## src/rtl/aes_pkg.sv

```systemverilog
// ============================================================================
// Module      : aes_pkg
// Description : Shared AES round-datapath types, constants and GF(2^8) helpers
//               (xtime, ShiftRows, single-column MixColumns).
// Revision    : 1.0 - initial release
// ============================================================================
`default_nettype none

package aes_pkg;

    localparam int          AES_STATE_W = 128;
    localparam logic [7:0]  AES_POLY    = 8'h1B;

    typedef logic [AES_STATE_W-1:0] state_t;

    // Multiply by {02} in GF(2^8) with the AES reduction polynomial.
    function automatic logic [7:0] xtime(input logic [7:0] b);
        return {b[6:0], 1'b0} ^ (b[7] ? AES_POLY : 8'h00);
    endfunction

    // Byte (r,c) lives at bit offset 127 - 8*(4c + r): column-major, s(0,0) in the MSB.
    function automatic state_t shift_rows(input state_t s);
        state_t o;
        o = '0;
        for (int c = 0; c < 4; c++) begin
            for (int r = 0; r < 4; r++) begin
                o[127 - 8*(4*c + r) -: 8] = s[127 - 8*(4*((c + r) % 4) + r) -: 8];
            end
        end
        return o;
    endfunction

    function automatic logic [31:0] mix_column(input logic [31:0] col);
        logic [7:0] a0, a1, a2, a3;
        logic [7:0] r0, r1, r2, r3;
        a0 = col[31:24];
        a1 = col[23:16];
        a2 = col[15:8];
        a3 = col[7:0];
        r0 = xtime(a0) ^ xtime(a1) ^ a1 ^ a2 ^ a3;
        r1 = a0 ^ xtime(a1) ^ xtime(a2) ^ a2 ^ a3;
        r2 = a0 ^ a1 ^ xtime(a2) ^ xtime(a3) ^ a3;
        r3 = xtime(a0) ^ a0 ^ a1 ^ a2 ^ xtime(a3);
        return {r0, r1, r2, r3};
    endfunction

endpackage

`default_nettype wire

```

## src/rtl/aes_mix_column.sv

```systemverilog
// ============================================================================
// Module      : aes_mix_column
// Description : Combinational MixColumns for one 32-bit state column.
// Revision    : 1.0 - initial release
// ============================================================================
`default_nettype none

module aes_mix_column
    import aes_pkg::*;
(
    input  logic [31:0] i_col,
    output logic [31:0] o_col
);

    assign o_col = mix_column(i_col);

endmodule

`default_nettype wire

```

## src/rtl/aes_shift_mix_stage.sv

```systemverilog
// ============================================================================
// Module      : aes_shift_mix_stage
// Description : ShiftRows + MixColumns round stage (MixColumns bypassed on the
//               final round) in a 2-deep valid/ready pipeline with a saturating
//               completed-block counter. Optional macro ADD_ROUND_KEY_EN folds
//               the round-key XOR into the first pipeline stage.
// Revision    : 1.0 - initial release
// ============================================================================
`default_nettype none

module aes_shift_mix_stage
    import aes_pkg::*;
#(
    parameter int TAG_W = 4,
    parameter int CNT_W = 32
) (
    input  logic                   clk,
    input  logic                   rst,
    input  logic                   in_valid,
    output logic                   in_ready,
    input  logic [AES_STATE_W-1:0] in_data,
    input  logic                   in_last,
    input  logic [TAG_W-1:0]       in_tag,
    input  logic [AES_STATE_W-1:0] in_rkey,
    output logic                   out_valid,
    input  logic                   out_ready,
    output logic [AES_STATE_W-1:0] out_data,
    output logic [TAG_W-1:0]       out_tag,
    output logic [CNT_W-1:0]       blk_count
);

    state_t             w_shifted;
    state_t             w_mixed;
    state_t             w_round;
    state_t             w_s1_next;

    logic               w_s1_ready;
    logic               w_s2_ready;
    logic               w_in_fire;
    logic               w_out_fire;

    logic               r_s1_valid;
    state_t             r_s1_data;
    logic [TAG_W-1:0]   r_s1_tag;

    logic               r_s2_valid;
    state_t             r_s2_data;
    logic [TAG_W-1:0]   r_s2_tag;

    logic [CNT_W-1:0]   r_blk_count;

    // ------------------------------------------------------------------
    // S1 combinational datapath
    // ------------------------------------------------------------------
    assign w_shifted = shift_rows(in_data);

    generate
        for (genvar gi = 0; gi < 4; gi++) begin : g_mix
            aes_mix_column u_mix_column (
                .i_col (w_shifted[AES_STATE_W-1-32*gi -: 32]),
                .o_col (w_mixed[AES_STATE_W-1-32*gi -: 32])
            );
        end
    endgenerate

    assign w_round = in_last ? w_shifted : w_mixed;

`ifdef ADD_ROUND_KEY_EN
    assign w_s1_next = w_round ^ in_rkey;
`else
    // Key addition happens downstream; the reduction only marks the port as intentionally unused.
    logic w_unused_rkey;
    assign w_unused_rkey = ^in_rkey;
    assign w_s1_next     = w_round;
`endif

    // ------------------------------------------------------------------
    // Handshake: a stage accepts when empty or when draining this cycle
    // ------------------------------------------------------------------
    assign w_s2_ready = !r_s2_valid || out_ready;
    assign w_s1_ready = !r_s1_valid || w_s2_ready;
    assign in_ready   = !rst && w_s1_ready;
    assign w_in_fire  = in_valid && in_ready;
    assign w_out_fire = r_s2_valid && out_ready;

    always_ff @(posedge clk) begin
        if (rst) begin
            r_s1_valid <= 1'b0;
            r_s1_data  <= '0;
            r_s1_tag   <= '0;
        end else begin
            if (w_s1_ready) begin
                r_s1_valid <= in_valid;
            end
            if (w_in_fire) begin
                r_s1_data <= w_s1_next;
                r_s1_tag  <= in_tag;
            end
        end
    end

    always_ff @(posedge clk) begin
        if (rst) begin
            r_s2_valid <= 1'b0;
            r_s2_data  <= '0;
            r_s2_tag   <= '0;
        end else begin
            if (w_s2_ready) begin
                r_s2_valid <= r_s1_valid;
            end
            if (w_s2_ready && r_s1_valid) begin
                r_s2_data <= r_s1_data;
                r_s2_tag  <= r_s1_tag;
            end
        end
    end

    // Saturating count of output handshakes.
    always_ff @(posedge clk) begin
        if (rst) begin
            r_blk_count <= '0;
        end else if (w_out_fire && (r_blk_count != {CNT_W{1'b1}})) begin
            r_blk_count <= r_blk_count + CNT_W'(1);
        end
    end

    assign out_valid = r_s2_valid;
    assign out_data  = r_s2_data;
    assign out_tag   = r_s2_tag;
    assign blk_count = r_blk_count;

endmodule

`default_nettype wire

```

## config.mk

```make
export PLATFORM = sky130hd
export DESIGN_NAME = aes_shift_mix_stage
export DESIGN_NICKNAME = d
export VERILOG_FILES = /design/src/rtl/aes_pkg.sv /design/src/rtl/aes_mix_column.sv /design/src/rtl/aes_shift_mix_stage.sv
export SDC_FILE = /design/constraint.sdc
export NUM_CORES = 1
export LEC_CHECK = 0
export CAP_MARGIN = 20
export CORE_ASPECT_RATIO = 1.2
export CORE_UTILIZATION = 45
export CTS_CLUSTER_SIZE = 16
export DETAILED_ROUTE_END_ITERATION = 7
export PLACE_DENSITY = 0.75
export SYNTH_ARGS = -nofsm -noshare
export SYNTH_HDL_FRONTEND = slang
export SYNTH_SLANG_ARGS = --single-unit
export TNS_END_PERCENT = 5
```

## constraint.sdc

```tcl
create_clock -name clk -period 2.41 [get_ports clk]
set_input_delay 0.482 -clock clk [delete_from_list [all_inputs] [get_ports clk]]
set_output_delay 0.482 -clock clk [all_outputs]
set_load 0.02 [all_outputs]
```

==> results by group <==
Run status
  • Outcome: complete, no violations

Clocking
  • CTS tree: yes
  • Worst-path clk slew: 60 ps
  • Clk sink count: 298
  • H-tree levels: 1
  • CTS root buffer: clkbuf_16
  • Worst skew pair latency: 570 ps
  • TritonCTS buffer count: 31
  • Clock tree buffer depth: 3

Floorplanning
  • # rows: 75
  • Initial core utilization: 46.1%
  • Io pins: 431
  • Die ar.: 36900 µm²
  • Core area: 35300 µm²
  • Height of the die: 210 µm
  • Die Width: 176 µm

STA
  • Final hold vios: 0
  • Final cycle utilization of the critical path: 92.1%
  • Max-slew violation count: 0
  • Min Hold Slack: 433 ps
  • Final Critical Period: 2220 ps
  • Worst Max-Slew Pin Slew: 801 ps
  • Final Skew: 13.3 ps
  • Fmax: 0.451 GHz
  • Slew headroom: 46.6%
  • RSZ-0062 raised after global routing: no
  • # setup viols final: 0

Global route
  • GRT Util Overall: 23.8%
  • First-pass GRT wire length: 71500 µm
  • GRT overflow: 0
  • Initial antenna violation count: 3
  • Vias in the first global route: 13805
  • Pin count of the biggest net entering global routing: 179

Critical path
  • R2r startpoint: blk_count[1]
  • Critical path startpoint category: flip-flop
  • Largest delay contributor family on the critical path: compound AO/OA/AOI/OAI gates
  • R2R Path End: blk_count[1]
  • Worst path max stage delay: 700 ps
  • Critical path cell sequence: ha_1 > and2_1 > nand4_2 > o31ai_4 > mux2i_1 > nor2_1
  • CP bufs+invs: 0
  • R2r setup slk: 190 ps
  • Critical Path AT: 2660 ps
  • Slowest-stage cell, CP: o31ai_4
  • Worst-case reg-to-reg path depth: 6
  • Worst endpoint required time: 2850 ps
  • CP Max Fanout: 18
  • Critical path endpoint category: flip-flop
  • WS Path Type: reg -> reg

Route
  • Drt first pass iters: 5
  • Via density: 5.29
  • Post-DRT Antenna Nets: 0
  • Vias: 14019
  • Drt initial violations: 753
  • Total wire length: 44700 µm
  • Wire per inst: 16.9 µm
  • DR DRC count: 0

Layout
  • Final non-filler cell total: 2649
  • Share of layout cells above drive strength 1: 7.91%
  • Fin area: 21300 µm²
  • Synth-to-Final Area Change: 30.7%
  • Final Util: 60.3%
  • Layout net count: 2429

Worst hold path
  • Min-Delay Endpoint: out_valid
  • Hold_sp: rst
  • Hold Crit Class: in -> reg
  • Hold Path Cell Cnt: 3

Synth
  • Largest family of logic cells by synthesized area: XOR/XNOR gates
  • Mux contribution to synthesized area: 3.36%
  • Share of the yosys chip area belonging to registers: 36.7%
  • Post-synth EDFFs: 0
  • Simple-Gate Fraction of Synth Area: 16.1%
  • Synth Area in Adders: 0.0769%
  • Synth Instances: 1871
  • Compound-gate portion of the synthesized area: 14.1%
  • Post-synth net total: 2137
  • Synth warn: 0
  • Synth Area in XOR/XNOR: 25.8%
  • Syn avg cell area: 8.70 µm²
  • Top_reg_cell synth: dfxtp_1
  • Post-Syn Area: 16300 µm²
  • Yosys cell types: 52
  • Ys async rst share: 0%
  • FF+latch count, synth: 298

Power and ir drop
  • Total power draw: 13.3 mW
  • VDD IR max: 560 µV
  • Pwr dens: 624 nW/µm²
  • Leak: 8.09 nW

Placement
  • IO buf count: 302
  • Cells after DPL: 2592
  • Placed cell area: 20200 µm²
  • Final HPWL DP: 32400 µm
  • Placer Congestion: 0.892

Flow run
  • Max Cap Violations: 0
[layout by cell type, fill, tap and decap left out, types with 7 or more instances in the layout]
cell             count
o211a_1             17
a211oi_1            41
buf_12              14
xor2_1              90
or4_1               13
o21ai_1             12
xnor3_1             51
nor2_1             133
or3_1               10
clkbuf_16           31
xnor2_1            227
clkbuf_1             8
o211ai_1            58
o21ai_0             71
mux2i_1             49
clkdlybuf4s50_1    299
buf_4               89
nor2b_1              7
o31ai_1             12
clkbuf_8             9
nand2_1            363
nand3_1             15
a21oi_1            156
nor3_1              21
dfxtp_1            298
nand4_1              9
nand3b_1             7
[worst register-to-register path, stage by stage (launching register included)]
cell	delay, ps
dfxtp_1	420
ha_1	200
and2_1	220
nand4_2	210
o31ai_4	700
mux2i_1	270
nor2_1	50
[metrics by stage]
step	TNS [ps]	setup WS, ps
6_report	0	192
3_5_place_dp	-324	-55.3
4_1_cts	0	185
5_1_grt	0	63.8
3_3_place_gp	-75.2	-27.1
2_1_floorplan	0	382
[power by group]
part | total [mW] | internal (mW) | switching [mW]
logic | 3.13 | 1.61 | 1.52
clock network | 4.84 | 2.85 | 1.99
registers | 5.30 | 5.17 | 0.130
[how the worst max path moves through the flow]
stage | startpoint | end | slack, ps | cells past startpoint
after floorplan | blk_count[0] | blk_count[1] | 380 | 7
after CTS | blk_count[1] | blk_count[1] | 190 | 6
final | blk_count[1] | blk_count[1] | 190 | 6
after global placement | out_ready | r_s1_data[54] | -30 | 9
after detailed placement | out_ready | r_s1_data[46] | -60 | 9
after global routing | blk_count[1] | blk_count[1] | 60 | 6
[area by class of cell]
class / instances / area [µm²]
clock inverter: 8 / 106
timing repair buffer: 405 / 3980
multi-input combinational: 1424 / 9700
clock buffer: 48 / 930
sequential: 298 / 5970
inverter: 3 / 11.3
tap: 462 / 578
fill: 3032 / 14000
antenna: 1 / 2.50
[Yosys cell counts (6+ instances only)]
cell type    n  share of area [%]
mux2i_1     49                3.0
nor3_1      21               0.65
o21ai_0     71                2.2
o211a_1     17                1.0
or3_1       10               0.38
nand3b_1     7               0.32
xnor2_2      6               0.60
or4_1       13               0.60
buf_2       41                1.3
nand4_1      9               0.35
dfxtp_1    298                 37
nand2_1    363                8.4
o31ai_1     12               0.55
xor2_1      90                4.8
xnor3_1     51                7.1
xnor2_1    227                 12
clkbuf_1    99                2.3
nor2_1     133                3.1
o21ai_1     12               0.37
o211ai_1    58                2.7
a21oi_1    156                4.8
nand3_1     15               0.46
nor2b_1      8               0.31
xor3_1       6               0.88
and4_1       6               0.32
a211oi_1    41                1.9
[kinds of logic (layout without fill, tap and decap cells)]
kind of cell | count (synthesis) | count (layout)
AND/OR/NAND/NOR | 610 | 610
XOR/XNOR | 382 | 382
AO/OA/AOI/OAI | 377 | 377
flip-flops | 298 | 298
buffers and inverters | 149 | 464
multiplexers | 54 | 54
adder cells (fa/ha/maj) | 1 | 1
other | 0 | 1
[sequential cells by signal, indices dropped and copies added (netlist names)]
| name | flops |
|---|---|
| r_s1_tag | 4 |
| out_tag | 4 |
| blk_count | 32 |
| r_s1_data | 128 |
| out_valid | 1 |
| r_s1_valid | 1 |
| out_data | 128 |
[per-layer routing]
metal	share of wire (%)	GRT usage [%]	wire length, µm	vias up
met4	3.7	9.51	1640	4
met1	42	29.4	18600	6635
met2	49	41.2	21800	384
met5	0.054	0	24	-
met3	6.0	3.81	2670	97
li1	-	-	-	6899
[what timing repair did]
| action | CTS | global route |
|---|---|---|
| resized for setup | 1 | 0 |
| hold buffers | 0 | 0 |
| endpoints found under the setup margin | 1 | 0 |
| buffers inserted | 0 | 0 |
(Power assumes the default switching activity.)
